--- src/rtl/urng_pkg.sv ---
// Shared definitions for the URNG scheduler.
//   - urng_state_e : sequencing states (load seeds, warm up, run)
//   - SEEDn_MIN    : smallest legal value of each Tausworthe seed word
//   - DEF_SEEDn_C  : default/fallback seed words
//   - rr_pick      : round-robin search over up to RR_MAX requesters
package urng_pkg;

  typedef enum logic [1:0] {
    ST_LOAD = 2'd0,
    ST_WARM = 2'd1,
    ST_RUN  = 2'd2
  } urng_state_e;

  localparam int unsigned RR_MAX = 8;

  // A seed word below its minimum leaves the component stuck in a short cycle.
  localparam logic [31:0] SEED1_MIN = 32'd2;
  localparam logic [31:0] SEED2_MIN = 32'd8;
  localparam logic [31:0] SEED3_MIN = 32'd16;

  localparam logic [31:0] DEF_SEED1_C = 32'h0000_1234;
  localparam logic [31:0] DEF_SEED2_C = 32'h0000_5678;
  localparam logic [31:0] DEF_SEED3_C = 32'h0009_ABCD;

  // First asserted index at or after ptr, wrapping at n (n <= RR_MAX).
  // Returns ptr when nothing is requested; callers qualify with |req.
  function automatic logic [2:0] rr_pick(input logic [7:0] req,
                                         input logic [2:0] ptr,
                                         input logic [3:0] n);
    logic [2:0] pick;
    logic       found;
    logic [3:0] idx;
    pick  = ptr;
    found = 1'b0;
    for (int i = 0; i < RR_MAX; i++) begin
      idx = {1'b0, ptr} + 4'(i);
      if (idx >= n) idx = idx - n;
      if (!found && (4'(i) < n) && req[idx[2:0]]) begin
        pick  = idx[2:0];
        found = 1'b1;
      end
    end
    return pick;
  endfunction

endpackage

--- src/rtl/urng_scheduler_taus.sv ---
// Three-component Tausworthe uniform generator (taus88 recurrences).
// Free-runs one step per clock. While gen_rst is high the seed inputs replace
// the state, so the load cycle already presents the first output of the new
// seed set and the state register takes the stepped seeds.
// Ports:
//   clk       system clock
//   gen_rst   active-high synchronous seed load (driven from a flop)
//   seed1..3  seed words for components s0..s2
//   rnd       32-bit uniform output of the current step
module urng_scheduler_taus (
  input  logic        clk,
  input  logic        gen_rst,
  input  logic [31:0] seed1,
  input  logic [31:0] seed2,
  input  logic [31:0] seed3,
  output logic [31:0] rnd
);

  logic [31:0] s0_q, s1_q, s2_q;
  logic [31:0] s0_d, s1_d, s2_d;
  logic [31:0] s0_cur, s1_cur, s2_cur;

  always_comb begin
    s0_cur = gen_rst ? seed1 : s0_q;
    s1_cur = gen_rst ? seed2 : s1_q;
    s2_cur = gen_rst ? seed3 : s2_q;
    s0_d   = ((s0_cur & 32'hFFFF_FFFE) << 12) ^ (((s0_cur << 13) ^ s0_cur) >> 19);
    s1_d   = ((s1_cur & 32'hFFFF_FFF8) << 4)  ^ (((s1_cur << 2)  ^ s1_cur) >> 25);
    s2_d   = ((s2_cur & 32'hFFFF_FFF0) << 17) ^ (((s2_cur << 3)  ^ s2_cur) >> 11);
    rnd    = s0_d ^ s1_d ^ s2_d;
  end

  always_ff @(posedge clk) begin
    s0_q <= s0_d;
    s1_q <= s1_d;
    s2_q <= s2_d;
  end

endmodule

--- src/rtl/urng_scheduler.sv ---
// Seeds, warms up and time-shares one Tausworthe generator among NUM_REQ
// requesters. After every seed load the generator output of the load cycle and
// of WARMUP warm-up cycles is discarded; then a round-robin arbiter hands one
// fresh word per cycle to one requester, one cycle after sampling req.
//
//   state | meaning
//   LOAD  | gen_rst high, generator takes the latched seed set (1 cycle)
//   WARM  | warm_cnt counts WARMUP-1..0, generator output discarded
//   RUN   | rnd_ready high, one grant per cycle from req
//
// Ports:
//   clk         system clock
//   reset       synchronous active-low reset
//   seed_load   one-cycle pulse, reseed from seed1..seed3
//   seed1..3    candidate seed words (sanitised on load)
//   req         per-requester level request
//   rnd_valid   one-hot owner of rnd_data this cycle
//   rnd_data    registered uniform word
//   rnd_ready   high in RUN
//   seed_err    sticky: last seed set needed a fallback value
//   word_count  words delivered since last seed load (wraps)
module urng_scheduler
  import urng_pkg::*;
#(
  parameter int unsigned NUM_REQ   = 4,
  parameter int unsigned WARMUP    = 8,
  parameter logic [31:0] DEF_SEED1 = DEF_SEED1_C,
  parameter logic [31:0] DEF_SEED2 = DEF_SEED2_C,
  parameter logic [31:0] DEF_SEED3 = DEF_SEED3_C
) (
  input  logic               clk,
  input  logic               reset,
  input  logic               seed_load,
  input  logic [31:0]        seed1,
  input  logic [31:0]        seed2,
  input  logic [31:0]        seed3,
  input  logic [NUM_REQ-1:0] req,
  output logic [NUM_REQ-1:0] rnd_valid,
  output logic [31:0]        rnd_data,
  output logic               rnd_ready,
  output logic               seed_err,
  output logic [31:0]        word_count
);

  urng_state_e        state_q, state_d;
  logic [7:0]         warm_cnt_q, warm_cnt_d;
  logic [31:0]        seed1_q, seed1_d;
  logic [31:0]        seed2_q, seed2_d;
  logic [31:0]        seed3_q, seed3_d;
  logic               seed_err_q, seed_err_d;
  logic               gen_rst_q, gen_rst_d;
  logic [NUM_REQ-1:0] rnd_valid_q, rnd_valid_d;
  logic [31:0]        rnd_data_q, rnd_data_d;
  logic [31:0]        word_count_q, word_count_d;
  logic [2:0]         ptr_q, ptr_d;

  logic [31:0]        gen_rnd;
  logic [2:0]         grant;
  logic               bad1, bad2, bad3;

  urng_scheduler_taus u_taus (
    .clk     (clk),
    .gen_rst (gen_rst_q),
    .seed1   (seed1_q),
    .seed2   (seed2_q),
    .seed3   (seed3_q),
    .rnd     (gen_rnd)
  );

  always_comb begin
    state_d      = state_q;
    warm_cnt_d   = warm_cnt_q;
    seed1_d      = seed1_q;
    seed2_d      = seed2_q;
    seed3_d      = seed3_q;
    seed_err_d   = seed_err_q;
    gen_rst_d    = 1'b0;
    rnd_valid_d  = '0;
    rnd_data_d   = rnd_data_q;
    word_count_d = word_count_q;
    ptr_d        = ptr_q;
    grant        = rr_pick(8'(req), ptr_q, 4'(NUM_REQ));
    bad1         = seed1 < SEED1_MIN;
    bad2         = seed2 < SEED2_MIN;
    bad3         = seed3 < SEED3_MIN;

    if (seed_load) begin
      // Reseeding wins over any grant of this cycle; that word is dropped.
      seed1_d      = bad1 ? DEF_SEED1 : seed1;
      seed2_d      = bad2 ? DEF_SEED2 : seed2;
      seed3_d      = bad3 ? DEF_SEED3 : seed3;
      seed_err_d   = bad1 | bad2 | bad3;
      state_d      = ST_LOAD;
      gen_rst_d    = 1'b1;
      word_count_d = '0;
      warm_cnt_d   = '0;
    end else begin
      unique case (state_q)
        ST_LOAD: begin
          state_d    = ST_WARM;
          warm_cnt_d = 8'(WARMUP - 1);
        end
        ST_WARM: begin
          if (warm_cnt_q == 8'd0) state_d = ST_RUN;
          else                    warm_cnt_d = warm_cnt_q - 8'd1;
        end
        ST_RUN: begin
          if (|req) begin
            rnd_valid_d  = NUM_REQ'(1) << grant;
            rnd_data_d   = gen_rnd;
            word_count_d = word_count_q + 32'd1;
            ptr_d        = (grant == 3'(NUM_REQ - 1)) ? 3'd0 : grant + 3'd1;
          end
        end
        default: begin
          state_d   = ST_LOAD;
          gen_rst_d = 1'b1;
        end
      endcase
    end
  end

  always_ff @(posedge clk) begin
    if (!reset) begin
      state_q      <= ST_LOAD;
      warm_cnt_q   <= '0;
      seed1_q      <= DEF_SEED1;
      seed2_q      <= DEF_SEED2;
      seed3_q      <= DEF_SEED3;
      seed_err_q   <= 1'b0;
      gen_rst_q    <= 1'b1;
      rnd_valid_q  <= '0;
      rnd_data_q   <= '0;
      word_count_q <= '0;
      ptr_q        <= '0;
    end else begin
      state_q      <= state_d;
      warm_cnt_q   <= warm_cnt_d;
      seed1_q      <= seed1_d;
      seed2_q      <= seed2_d;
      seed3_q      <= seed3_d;
      seed_err_q   <= seed_err_d;
      gen_rst_q    <= gen_rst_d;
      rnd_valid_q  <= rnd_valid_d;
      rnd_data_q   <= rnd_data_d;
      word_count_q <= word_count_d;
      ptr_q        <= ptr_d;
    end
  end

  assign rnd_valid  = rnd_valid_q;
  assign rnd_data   = rnd_data_q;
  assign rnd_ready  = (state_q == ST_RUN);
  assign seed_err   = seed_err_q;
  assign word_count = word_count_q;

endmodule

--- config.mk ---
export PLATFORM = sky130hd
export DESIGN_NAME = urng_scheduler
export DESIGN_NICKNAME = d
export VERILOG_FILES = /design/src/rtl/urng_pkg.sv /design/src/rtl/urng_scheduler_taus.sv /design/src/rtl/urng_scheduler.sv
export SDC_FILE = /design/constraint.sdc
export NUM_CORES = 1
export LEC_CHECK = 0
export CORE_UTILIZATION = 54
export DETAILED_ROUTE_END_ITERATION = 7
export PLACE_DENSITY = 0.86
export SLEW_MARGIN = 20
export SYNTH_ARGS = -nofsm -noshare
export SYNTH_HDL_FRONTEND = slang
export SYNTH_SLANG_ARGS = --single-unit
--- constraint.sdc ---
create_clock -name clk -period 3.75 [get_ports clk]
set_clock_uncertainty 0.2 [all_clocks]
set_input_delay 0.375 -clock clk [delete_from_list [all_inputs] [get_ports clk]]
set_output_delay 0.375 -clock clk [all_outputs]
set_load 0.01 [all_outputs]
After elaboration in Yosys (flattened, before gate mapping):

Cells that the tools add are included.

* output and inout port bits: 70
* input bits: 103
* flip-flop bits (word level): 275

* reductions and logical operators: 17
* muxes and demuxes: 31
* equality and inequality tests: 5
* bitwise gates (word level): 14
* $add $sub $neg: 10
* magnitude comparators: 11
* shift operators: 1

Operators with widths (count)
* $mux W32: 6
* $xor A32 B32 Y32: 5
* $add A32 B1 Y32 const B: 1
* $lt A32 B2 Y1 const B: 1
* $lt A32 B4 Y1 const B: 1
* $lt A32 B5 Y1 const B: 1
* $xor A32 B13 Y32: 1
* $xor A32 B21 Y32: 1
* $xor A32 B7 Y32: 1
* $mux W3: 9
* $lt A3 B4 Y1 const B: 4
* $pmux W8 S2: 1
* $bmux W1 S3: 4
* $ge A4 B3 Y1 const B: 3
* $sub A3 B3 Y3 const B: 4
* $add A3 B2 Y4 const B: 2
* $logic_not A8 Y1: 1
* $mux W1: 8
* $mux W8: 1
* $reduce_or A4 Y1: 2
* $sub A8 B1 Y8 const B: 1
* $pmux W2 S3: 1
* $reduce_and A2 Y1: 3
* $add A3 B1 Y4 const B: 1
* 17 further kinds: 26

Depth between registers and ports, before layout:

Gate-level depths: netlist (run 1).

* depth in word-level cells: 16
* mapped depth: 14
* mapped depth without buffers: 11

By module:

A second synthesis (run 1) with hierarchy kept.

* cell total of the unflattened synthesis: 1050
* area, all modules: 11364.6 sq um

By module, submodules not included
* urng_scheduler: cells an instance 738, seq. area each 3583.4 sq um, instances 1, area an instance 7100.6 sq um
* urng_scheduler_taus: cells an instance 312, seq. area each 1761.7 sq um, instances 1, area an instance 4264.1 sq um

Worst setup path after synthesis (run 1):

OpenSTA, ideal clock, no wires.

* kind: register to register
* from: register ptr_q[0]
* to: register ptr_q[0]
* required time: 3430 ps
* clock period less this slack: 3199 ps
* setup time: 120 ps
* cell stages (with the launch flop): 15
* path slack: 551 ps
* buffers on the path: 3
* arrival: 2879 ps
* cells stage by stage: dfxtp_1 > buf_2 > buf_1 > inv_1 > ha_1 > buf_2 > mux2i_1 > or2_2 > nor2_1 > o31a_1 > o211ai_1 > ha_1 > nand2_1 > nor4b_1 > o31a_1

* word-level cells in the longest chain between the ends: 16
* elaborated cells between the ends (all ways): 39
* those cells by class: add/sub (8); order compare (4); eq/ne (1); mux (20); reduce/logical (6)

Ends and longest elaborated chain
* start: declaration: line urng_scheduler.sv:55 `logic [2:0] ptr_q, ptr_d;`
* start signal: assignment: line urng_scheduler.sv:147 `ptr_q <= ptr_d;`
* parallel branches: the longest is 13 deep, another holds $add A3 B1 Y4
* $mux W3 (*): line urng_pkg.sv:38 `if (!found && (4'(i) < n) && req[idx[2:0]]) begin`
* $add A3 B1 Y3 or $eq A3 B2 Y1 (tied branches): line urng_scheduler.sv:112 `ptr_d = (grant == 3'(NUM_REQ - 1)) ? 3'd0 : grant + 3'd1;`
* $mux W3 (*): line urng_scheduler.sv:112

Mark *: on every way between the ends. The select of a mux whose other input is x is not followed.
A chain may end at the register's enable or synchronous reset.

Worst setup path in the final report (run 1):

* from: register ptr_q[1]
* to: register ptr_q[0]

The elaborated chain is that of the path after synthesis.

==> flow_summary_export.csv, run 1 <==
group,metric,value,unit
flow_run,max-cap-violations,0,
grt,use_met3,3.74,%
cells_and_area,drive_gt1_share,9.57,%
clocking,cts.path.max_buffers,3,
timing,rsz_0062_raised_after_global_routing,"no",
timing,timing.final.hold_violations,0,
routing,total_number_of_vias,8104,
floorplanning,placement_row_count,51,
floorplanning,area_of_the_core,0.0197,mm^2
run_status,status,"finished clean",
cells_and_area,multi_input_comb_area,0.00534,mm^2
timing,maxSlewViolCount,0,
cells_and_area,antenna_cells,0,
timing,finalWorstPathRequiredPeriod,3.36,ns
worst_setup_path,critical_path.endpoint_type,"flip-flop",
worst_setup_path,timing.critical_path.required,3.97,ns
routing,drt_pre_antenna_iters,5,
clocking,cts.htree.levels,1,
yosys,post_synth_and_or_nand_nor_area_fraction,14.9,%
timing,final-setup-viol-count,0,
worst_setup_path,worst_r2r_startpoint,"ptr_q[1]",
power_and_ir_drop,cellPowerDensity,488,mW/mm^2
grt,maximum_number_of_pins_on_one_net_before_global_route_repair,62,
place,placed_cell_area,0.0128,mm^2
yosys,synth.ff_latch_count,259,
grt,global_route.peak_usage_layer,"met2",
routing,totalWireLength,27500,um
yosys,syn-instance-count,1056,
yosys,synth_warnings,0,
place,dp_hpwl,19900,um
yosys,number_of_synthesized_flops_with_an_enable_pin,0,
clocking,cts_tree,"yes",
routing,drt_via_density,5.41,
cells_and_area,final_core_util,69.5,%
yosys,synth.lib_cells_used.distinct,61,
hold_path,hold_depth,2,
hold_path,min_to,"rnd_data[16]",
routing,detail_route.drc_violations,0,
cells_and_area,final_nets,1323,
worst_setup_path,timing.reg2reg.setup_slack,0.39,ns
clocking,insertion_delay,0.54,ns
clocking,cts_setup_buffers,0,
yosys,postSynth.asyncResetShare,0,%
floorplanning,die_w,144,um
yosys,syn-num-nets,1165,
cells_and_area,finalInstanceArea,0.0137,mm^2
clocking,clock-sinks,259,
grt,first_global_vias,7825,
timing,layout_setup_ws,0.391,ns
clocking,postCtsHoldBufs,0,
yosys,portion_of_the_post_synthesis_area_used_by_sequential_elements,47.4,%
cells_and_area,regArea,0.00519,mm^2
routing,ant_nets,0,
worst_setup_path,r2r_end,"ptr_q[0]",
hold_path,min_from,"reset",
grt,use_met1,36.1,%
floorplanning,initial_utilization,55.7,%
worst_setup_path,startpoint_type,"flip-flop",
yosys,ys_dominant_reg_cell,"sky130_fd_sc_hd__dfxtp_1",
timing,fin_crit_sh,89.6,%
yosys,synth_area_per_cell,10.4,um^2
hold_path,min_path_type,"input pin to flip-flop",
floorplanning,ioPinCount,173,
yosys,synth-compound-area-share,7.36,%
yosys,yosys.area_share.adder,0.686,%
timing,setup_tns,0,ns
grt,number_of_antenna_violations_at_the_first_check_in_global_routing,0,
clocking,cts.root.buffer_cell,"sky130_fd_sc_hd__clkbuf_16",
grt,grt-ovfl-total,0,
power_and_ir_drop,power.static_leakage,0.00558,uW
yosys,synthXorXnorAreaFrac,12.8,%
yosys,post_synth_mux_area_share,12.9,%
clocking,numCtsBuffers,27,
floorplanning,floorplan.die.height,144,um
routing,drt_initial_violations,521,
grt,globalRouteTotalUtil,26.4,%
grt,global_route_wire_length_before_repair,42100,um
yosys,synth_area,0.0109,mm^2
timing,max_slew.worst_pin.slew,0.742,ns
worst_setup_path,timing.reg2reg.worst_path_depth,11,
place,port_buffers,164,
worst_setup_path,critical_path_arrival,3.58,ns
yosys,largest_family_of_logic_cells_by_synthesized_area,"simple AND/OR/NAND/NOR gates",
timing,slew-limit-headroom,50.1,%
cells_and_area,n_fill_cell,1473,
timing,clock.fmax,0.298,GHz
grt,gr-usage-met2,42.8,%
floorplanning,area_of_the_die,0.0208,mm^2
routing,routed_wire_length_per_instance,18.4,um
cells_and_area,flow.area_growth_from_synthesis,24.7,%
power_and_ir_drop,peak_ir_drop_on_the_vdd_network,0.320,mV
worst_setup_path,worst-path-max-fanout,11,
place,pre_cts_slack,0.481,ns
clocking,cts_resized,0,
worst_setup_path,critical_path_class,"flip-flop to flip-flop",
clocking,cts.reportedPaths.clkPinSlew,0.06,ns
place,weighted_congestion_reported_at_the_end_of_routability_driven_placement,0.914,
==> how the worst max path moves through the flow <==
| stage | end | startpoint | slack, ns |
|---|---|---|---|
| 2_1_floorplan | ptr_q[0] | ptr_q[0] | 0.55 |
| 3_3_place_gp | ptr_q[0] | ptr_q[1] | 0.58 |
| 3_5_place_dp | ptr_q[0] | ptr_q[1] | 0.48 |
| 4_1_cts | ptr_q[0] | ptr_q[1] | 0.45 |
| 5_1_grt | ptr_q[0] | ptr_q[1] | 0.14 |
| 6_report | ptr_q[0] | ptr_q[1] | 0.39 |
==> registers in the layout, summed over array words and instances, names as in the netlist <==
signal / flops
u_taus.s1_q: 29
seed_err: 1
seed1_q: 31
warm_cnt_q: 8
u_taus.s2_q: 28
word_count: 32
seed2_q: 29
rnd_valid: 4
seed3_q: 28
rnd_data: 32
ptr_q: 3
state_q: 2
u_taus.s0_q: 31
gen_rst_q: 1
==> kinds of logic after synthesis <==
| group | count (synthesis) |
|---|---|
| buf+inv | 92 |
| flops | 259 |
| simple gates | 312 |
| mux | 128 |
| compound gates | 111 |
| xor+xnor | 148 |
| fa+ha+maj | 6 |
==> synth_stat cells, drive strengths merged (2+ instances only) <==
library cell / count / area, um^2
xnor2: 66 / 578
nand2b: 5 / 31.3
mux2: 32 / 360
nand2: 62 / 233
a21boi: 5 / 37.5
nor3b: 12 / 95.1
buf: 23 / 171
a22o: 18 / 158
and4: 4 / 35.0
nor3: 9 / 45.0
nand3: 16 / 80.1
nor4: 26 / 169
o211a: 8 / 80.1
a211oi: 2 / 15.0
a21oi: 8 / 40.0
nor2b: 51 / 319
clkbuf: 31 / 116
dfxtp: 259 / 5180
nand4b: 2 / 23.8
nor4b: 2 / 17.5
inv: 38 / 143
o31a: 2 / 17.5
or3: 4 / 25.0
xnor3: 2 / 45.0
and3: 9 / 56.3
nor2: 75 / 282
or2: 4 / 25.0
ha: 6 / 75.1
nand3b: 2 / 15.0
mux2i: 95 / 1030
xor3: 5 / 119
nand4: 15 / 93.8
and2: 13 / 81.3
o21ai: 35 / 175
o22a: 22 / 193
xor2: 75 / 657
==> critical path: stages, from the launching register on <==
cell and delay [ns]:
sky130_fd_sc_hd__dfxtp_1 0.55, sky130_fd_sc_hd__inv_1 0.14, sky130_fd_sc_hd__ha_1 0.49, sky130_fd_sc_hd__mux4_2 0.37, sky130_fd_sc_hd__o21ai_1 0.16, sky130_fd_sc_hd__nand2_1 0.09, sky130_fd_sc_hd__o31a_1 0.11, sky130_fd_sc_hd__o211ai_1 0.34
sky130_fd_sc_hd__ha_1 0.28, sky130_fd_sc_hd__nand2_1 0.08, sky130_fd_sc_hd__nor4b_1 0.16, sky130_fd_sc_hd__o31a_1 0.28
==> per-layer routing <==
| metal | vias to the layer above | wire (um) |
|---|---|---|
| li1 | 3937 | - |
| met1 | 3878 | 12700 |
| met2 | 236 | 12600 |
| met3 | 53 | 1530 |
| met4 | 0 | 718 |
| met5 | - | 0 |
==> metrics by stage <==
step                      hold slack, ns  total power [uW]  cells
after floorplan                    0.243              3720   1056
after global placement             0.255              4030   1450
after detailed placement           0.255              4050   1450
after CTS                          0.155              6660   1498
after global routing               0.185              6870   1498
final                              0.167              6660   1498
==> where the power goes <==
group,internal [uW],switching [uW],total [uW],leakage (uW)
Sequential,2950,124,3070,0.00213
Combinational,481,475,955,0.00302
Clock,1550,1080,2630,0.000425
==> placed cells by master, fill, tap and decap left out, types with 5 or more instances in the layout <==
cell and instances:
sky130_fd_sc_hd__clkbuf_1 7, sky130_fd_sc_hd__mux2_2 32, sky130_fd_sc_hd__o21ai_1 5, sky130_fd_sc_hd__clkbuf_8 8, sky130_fd_sc_hd__nand3_1 16, sky130_fd_sc_hd__xor2_1 75, sky130_fd_sc_hd__nor3_1 8, sky130_fd_sc_hd__ha_1 6
sky130_fd_sc_hd__dfxtp_1 258, sky130_fd_sc_hd__a21boi_0 5, sky130_fd_sc_hd__buf_4 19, sky130_fd_sc_hd__nor2b_1 51, sky130_fd_sc_hd__clkbuf_16 27, sky130_fd_sc_hd__nor2_1 75, sky130_fd_sc_hd__o211a_1 8, sky130_fd_sc_hd__mux2i_2 9
sky130_fd_sc_hd__o22a_1 22, sky130_fd_sc_hd__a22o_1 18, sky130_fd_sc_hd__nand2_1 62, sky130_fd_sc_hd__and2_1 13, sky130_fd_sc_hd__mux2i_1 82, sky130_fd_sc_hd__a21oi_1 8, sky130_fd_sc_hd__clkdlybuf4s50_1 162, sky130_fd_sc_hd__nand4_1 15
sky130_fd_sc_hd__inv_1 37, sky130_fd_sc_hd__xor3_1 5, sky130_fd_sc_hd__nor3b_1 11, sky130_fd_sc_hd__xnor2_1 66, sky130_fd_sc_hd__nor4_1 25, sky130_fd_sc_hd__o21ai_0 30, sky130_fd_sc_hd__and3_1 9
==> final cells by class <==
| class | count | share of cell area (%) |
|---|---|---|
| multi-input combinational | 705 | 39.1 |
| sequential | 259 | 38.0 |
| timing repair buffer | 183 | 13.0 |
| clock buffer | 42 | 5.95 |
| tap | 265 | 2.43 |
| inverter | 38 | 1.04 |
| clock inverter | 6 | 0.467 |
No activity file was read; power rests on OpenSTA's default activity.
==> run 2, diff against run 1 <==
CORE_UTILIZATION = 55   (was 54)
DONT_BUFFER_PORTS = 1   (was default)
PLACE_DENSITY = 0.76   (was 0.86)
==> flow_summary_export.csv, run 2 (synthesized netlist as in run 1, its figures left out) <==
group,metric,value,unit
flow_run,max-cap-violations,0,
worst_setup_path,critical_path_arrival,3.29,ns
floorplanning,die_w,143,um
timing,rsz_0062_raised_after_global_routing,"no",
cells_and_area,drive_gt1_share,9.72,%
routing,ant_nets,0,
worst_setup_path,critical_path.endpoint,"ptr_q[0]",
worst_setup_path,timing.critical_path.required,3.96,ns
worst_setup_path,timing.reg2reg.setup_slack,0.67,ns
timing,layout_setup_ws,0.666,ns
floorplanning,area_of_the_die,0.0205,mm^2
routing,detail_route.drc_violations,0,
floorplanning,placement_row_count,51,
timing,max_slew.worst_pin.slew,0.878,ns
timing,slew-limit-headroom,41.2,%
worst_setup_path,crit_chain,"inv_1 -> ha_1 -> mux4_2 -> o21ai_1 -> nand2_1 -> o31a_1 -> o211ai_1 -> ha_1 -> nand2_1 -> nor4b_1 -> o31a_1",
grt,globalRouteTotalUtil,26.7,%
timing,finalWorstPathRequiredPeriod,3.08,ns
routing,routed_wire_length_per_instance,19.5,um
routing,total_number_of_vias,7780,
floorplanning,initial_utilization,56.3,%
clocking,cts.root.buffer_cell,"sky130_fd_sc_hd__clkbuf_16",
hold_path,min_path_type,"input pin to flip-flop",
worst_setup_path,worst_r2r_startpoint,"ptr_q[0]",
grt,number_of_antenna_violations_at_the_first_check_in_global_routing,1,
floorplanning,floorplan.die.height,143,um
clocking,cts.path.max_buffers,3,
grt,maximum_number_of_pins_on_one_net_before_global_route_repair,87,
routing,totalWireLength,27700,um
place,pre_cts_slack,0.706,ns
clocking,cts.reportedPaths.clkPinSlew,0.06,ns
clocking,cts_resized,0,
cells_and_area,most_common_cell_after_layout_fill_and_taps_aside,"sky130_fd_sc_hd__dfxtp_1",
worst_setup_path,worst-path-max-fanout,8,
clocking,cts_tree,"yes",
cells_and_area,final_nets,1243,
worst_setup_path,timing.reg2reg.worst_path_depth,11,
timing,final-setup-viol-count,0,
routing,drt_via_density,5.49,
place,port_buffers,0,
timing,setup_tns,0,ns
timing,fin_crit_sh,82.2,%
worst_setup_path,startpoint_type,"flip-flop",
worst_setup_path,critical_path_class,"flip-flop to flip-flop",
clocking,cts_setup_buffers,0,
run_status,status,"finished clean",
place,weighted_congestion_reported_at_the_end_of_routability_driven_placement,0.849,
cells_and_area,antenna_cells,0,
clocking,numCtsBuffers,27,
worst_setup_path,r2r_end,"ptr_q[0]",
worst_setup_path,cp-startpoint,"ptr_q[0]",
grt,grt-ovfl-total,0,
power_and_ir_drop,peak_ir_drop_on_the_vdd_network,0.385,mV
routing,drt_pre_antenna_iters,5,
grt,global_route_wire_length_before_repair,41400,um
grt,first_global_vias,7655,
worst_setup_path,timing.critical_path.slowest_cell_delay,0.47,ns
timing,timing.final.hold_violations,0,
clocking,insertion_delay,0.53,ns
place,dp_hpwl,19300,um
timing,clock.fmax,0.324,GHz
power_and_ir_drop,cellPowerDensity,518,mW/mm^2
cells_and_area,flow.area_growth_from_synthesis,18.5,%
power_and_ir_drop,p_total,6720,uW
routing,drt_initial_violations,406,
worst_setup_path,critical_path.endpoint_type,"flip-flop",
timing,maxSlewViolCount,0,
clocking,clock-sinks,259,
cells_and_area,most-common-layout-cells,"sky130_fd_sc_hd__dfxtp_1, sky130_fd_sc_hd__dlygate4sd3_1, sky130_fd_sc_hd__mux2i_1",
worst_setup_path,timing.critical_path.slowest_stage_cell,"sky130_fd_sc_hd__ha_1",
floorplanning,ioPinCount,173,
clocking,cts.htree.levels,1,
floorplanning,area_of_the_core,0.0195,mm^2
power_and_ir_drop,power.static_leakage,0.00537,uW
run 2: worst min-delay path by stage:
stage	slack, ns	start	to	depth (start not counted)
after floorplan	0.24	seed3_q[4]	seed3_q[4]	1
after global placement	0.27	seed2_q[10]	seed2_q[10]	1
after detailed placement	0.27	seed2_q[9]	seed2_q[9]	1
after CTS	0.03	reset	rnd_data[27]	2
after global routing	0.04	reset	rnd_data[30]	2
final	0.02	reset	rnd_data[27]	2
run 2: what timing repair did:
| item | 4_1_cts | 5_1_grt |
|---|---|---|
| setup endpoints to repair | 0 | 0 |
| hold buffers | 93 | 0 |
| hold endpoints to repair | 130 | 0 |
run 2: final cells by class:
| cell class | instances | area (um^2) |
|---|---|---|
| well taps | 265 | 332 |
| inverters | 38 | 143 |
| fillers | 1491 | 6480 |
| flip-flops and latches | 259 | 5190 |
| clock buffers | 37 | 763 |
| repair buffers | 103 | 1050 |
| multi-input cells | 705 | 5340 |
| clock inverters | 10 | 155 |
run 2: worst max-delay path: cells and delay by family (launching register included):
family	cells	cell delay [ns]
AOI/OAI and AO/OA	4	0.93
adders and majority gates	2	0.74
muxes	1	0.37
DFF	1	0.34
and+or+nand+nor	3	0.33
buffers and inverters	1	0.08
run 2: per-layer routing:
layer	vias to the layer above	track usage (%)	wire length, um
met4	0	6.11	510
li1	3759	-	-
met3	32	5.23	1820
met2	218	44.2	12900
met5	-	0	0
met1	3771	35.7	12500
run 2: metrics by stage:
step	utilization, %	hold slack (ns)	cell area [um^2]	cells
2_1_floorplan	-	0.243	10900	1056
3_3_place_gp	57.0	0.267	11100	1277
3_5_place_dp	57.0	0.270	11100	1277
4_1_cts	66.7	0.0281	13000	1417
5_1_grt	66.7	0.0446	13000	1417
6_report	66.7	0.0202	13000	1417
run 2: report_power, final:
part           internal [uW]  total, uW  switching (uW)
Clock                   1690       2770            1080
Sequential              2950       3070             120
Combinational            451        889             438
Total                   5090       6720            1640
==> run 3, diff against run 2 <==
clock period = 3.13 ns   (was 3.75 ns; I/O delays follow)
==> flow_summary_export.csv, run 3 (synthesized netlist as in run 1, its figures left out) <==
group,metric,value,unit
power_and_ir_drop,peak_ir_drop_on_the_vdd_network,0.506,mV
grt,first_global_vias,7660,
cells_and_area,final_nets,1257,
flow_run,max-cap-violations,0,
worst_setup_path,critical_path_class,"flip-flop to flip-flop",
clocking,numCtsBuffers,27,
worst_setup_path,critical_path.n_buffers_inverters,1,
power_and_ir_drop,cellPowerDensity,637,mW/mm^2
grt,grt-ovfl-total,0,
timing,timing.final.hold_violations,0,
floorplanning,placement_row_count,51,
grt,gr-usage-met2,43.4,%
clocking,cts_tree,"yes",
place,placed_cell_area,0.0112,mm^2
run_status,status,"finished clean",
floorplanning,ioPinCount,173,
hold_path,min_path_type,"input pin to flip-flop",
floorplanning,die_w,143,um
clocking,cts.path.max_buffers,3,
cells_and_area,multi_input_comb_area,0.00535,mm^2
worst_setup_path,crit_chain,"buf_4 -> mux2_2 -> a311oi_1 -> o21ai_0 -> a21oi_1 -> o21a_1 -> ha_1 -> nand2_1 -> nor4b_1 -> o31a_1",
grt,maximum_number_of_pins_on_one_net_before_global_route_repair,87,
floorplanning,area_of_the_core,0.0195,mm^2
timing,fin_crit_sh,94.5,%
floorplanning,initial_utilization,56.3,%
worst_setup_path,critical_path.endpoint_type,"flip-flop",
routing,detail_route.drc_violations,0,
clocking,insertion_delay,0.54,ns
worst_setup_path,critical_path.top_delay_family,"compound AO/OA/AOI/OAI gates",
timing,max_slew.worst_pin.slew,1.06,ns
power_and_ir_drop,p_total,8410,uW
cells_and_area,finalInstanceArea,0.0132,mm^2
hold_path,hold_depth,4,
timing,maxSlewViolCount,0,
grt,use_met1,36.5,%
worst_setup_path,critical_path_arrival,3.18,ns
worst_setup_path,timing.reg2reg.worst_path_depth,10,
floorplanning,area_of_the_die,0.0205,mm^2
grt,use_met3,5.57,%
grt,number_of_antenna_violations_at_the_first_check_in_global_routing,0,
routing,total_number_of_vias,7882,
place,port_buffers,0,
place,dp_hpwl,18900,um
timing,final-setup-viol-count,0,
routing,drt_initial_violations,542,
routing,totalWireLength,28100,um
clocking,cts.reportedPaths.clkPinSlew,0.06,ns
cells_and_area,most-common-layout-cells,"sky130_fd_sc_hd__dfxtp_1, sky130_fd_sc_hd__dlygate4sd3_1, sky130_fd_sc_hd__mux2i_1",
routing,routed_wire_length_per_instance,19.6,um
cells_and_area,regArea,0.00519,mm^2
cells_and_area,flow.area_growth_from_synthesis,20.6,%
grt,global_route.peak_usage_layer,"met2",
grt,global_route_wire_length_before_repair,42300,um
timing,setup_tns,0,ns
place,dpl.cell_count,1286,
routing,ant_nets,0,
clocking,cts.root.buffer_cell,"sky130_fd_sc_hd__clkbuf_16",
worst_setup_path,timing.critical_path.slowest_stage_cell,"sky130_fd_sc_hd__mux2_2",
clocking,cts.htree.levels,1,
floorplanning,floorplan.die.height,143,um
place,weighted_congestion_reported_at_the_end_of_routability_driven_placement,0.860,
worst_setup_path,timing.critical_path.required,3.36,ns
worst_setup_path,startpoint_type,"flip-flop",
routing,drt_pre_antenna_iters,5,
grt,globalRouteTotalUtil,27.2,%
timing,clock.fmax,0.338,GHz
timing,finalWorstPathRequiredPeriod,2.96,ns
worst_setup_path,worst-path-stages,10,
worst_setup_path,worst-path-max-fanout,16,
worst_setup_path,timing.critical_path.slowest_cell_delay,0.41,ns
cells_and_area,stdcell_count,1434,
cells_and_area,drive_gt1_share,11.0,%
timing,rsz_0062_raised_after_global_routing,"no",
power_and_ir_drop,power.static_leakage,0.00549,uW
clocking,clock-sinks,259,
cells_and_area,antenna_cells,0,
routing,drt_via_density,5.50,
cells_and_area,n_fill_cell,1464,
timing,slew-limit-headroom,29.4,%
cells_and_area,most_common_cell_after_layout_fill_and_taps_aside,"sky130_fd_sc_hd__dfxtp_1",
[run 3: cell types whose count changed in the layout (fill, tap and decap cells not counted), sizes merged]
cell	delta
bufinv	+3
dlygate4sd3	+4
buf	+10
inv	+2
clkinv	+2
clkbuf	-3
clkinvlp	-1
[run 3: final cells by class]
class / count / share of cell area, %
clock buffer: 34 / 5.70
multi-input combinational: 705 / 40.5
inverter: 38 / 1.08
clock inverter: 16 / 2.08
sequential: 259 / 39.3
tap: 265 / 2.51
timing repair buffer: 117 / 8.85
[run 3: metal layers]
layer  share of wire [%]  up-vias  wire, um
li1                    -     3794         -
met4                 3.3        0       916
met3                 6.8       52      1910
met2                  45      252     12600
met5                   0        -         0
met1                  45     3784     12700
[run 3: power breakdown]
group	leakage, uW	internal, uW	total [uW]	switching [uW]
sequential	0.00213	3530	3670	144
clock	0.000506	2290	3650	1360
combinational	0.00285	552	1090	543
total	0.00549	6370	8410	2050
[run 3: worst paths after layout]
| path | from | to | slack [ns] |
|---|---|---|---|
| setup reg to reg | ptr_q[0] | ptr_q[0] | 0.17 |
| setup / recovery | ptr_q[0] | ptr_q[0] | 0.17 |
| hold / removal | seed_load | rnd_data[13] | 0.05 |
| hold reg to reg | u_taus.s1_q[21] | u_taus.s1_q[25] | 0.29 |
[run 3: per-stage QoR]
stage | hold slack (ns) | setup WS [ns] | util (%)
final | 0.0503 | 0.173 | 67.8
after global routing | 0.0598 | 0.0557 | 67.8
after CTS | 0.0357 | 0.0991 | 67.8
after detailed placement | 0.222 | 0.124 | 57.3
after global placement | 0.219 | 0.228 | 57.3
after floorplan | 0.232 | 0.0691 | -
[run 3: timing repair]
action,4_1_cts,5_1_grt
setup endpoints to repair,0,1
buffers inserted,0,1
hold endpoints to repair,130,0
hold buffers,97,0
gates resized for setup,0,1
[run 3: worst register-to-register path, stage by stage (launching register included)]
cell                       delay (ns)
sky130_fd_sc_hd__dfxtp_1         0.32
sky130_fd_sc_hd__buf_4           0.22
sky130_fd_sc_hd__mux2_2          0.42
sky130_fd_sc_hd__a311oi_1        0.38
sky130_fd_sc_hd__o21ai_0         0.19
sky130_fd_sc_hd__a21oi_1         0.17
sky130_fd_sc_hd__o21a_1          0.21
sky130_fd_sc_hd__ha_1            0.22
sky130_fd_sc_hd__nand2_1         0.08
sky130_fd_sc_hd__nor4b_1         0.16
sky130_fd_sc_hd__o31a_1          0.29
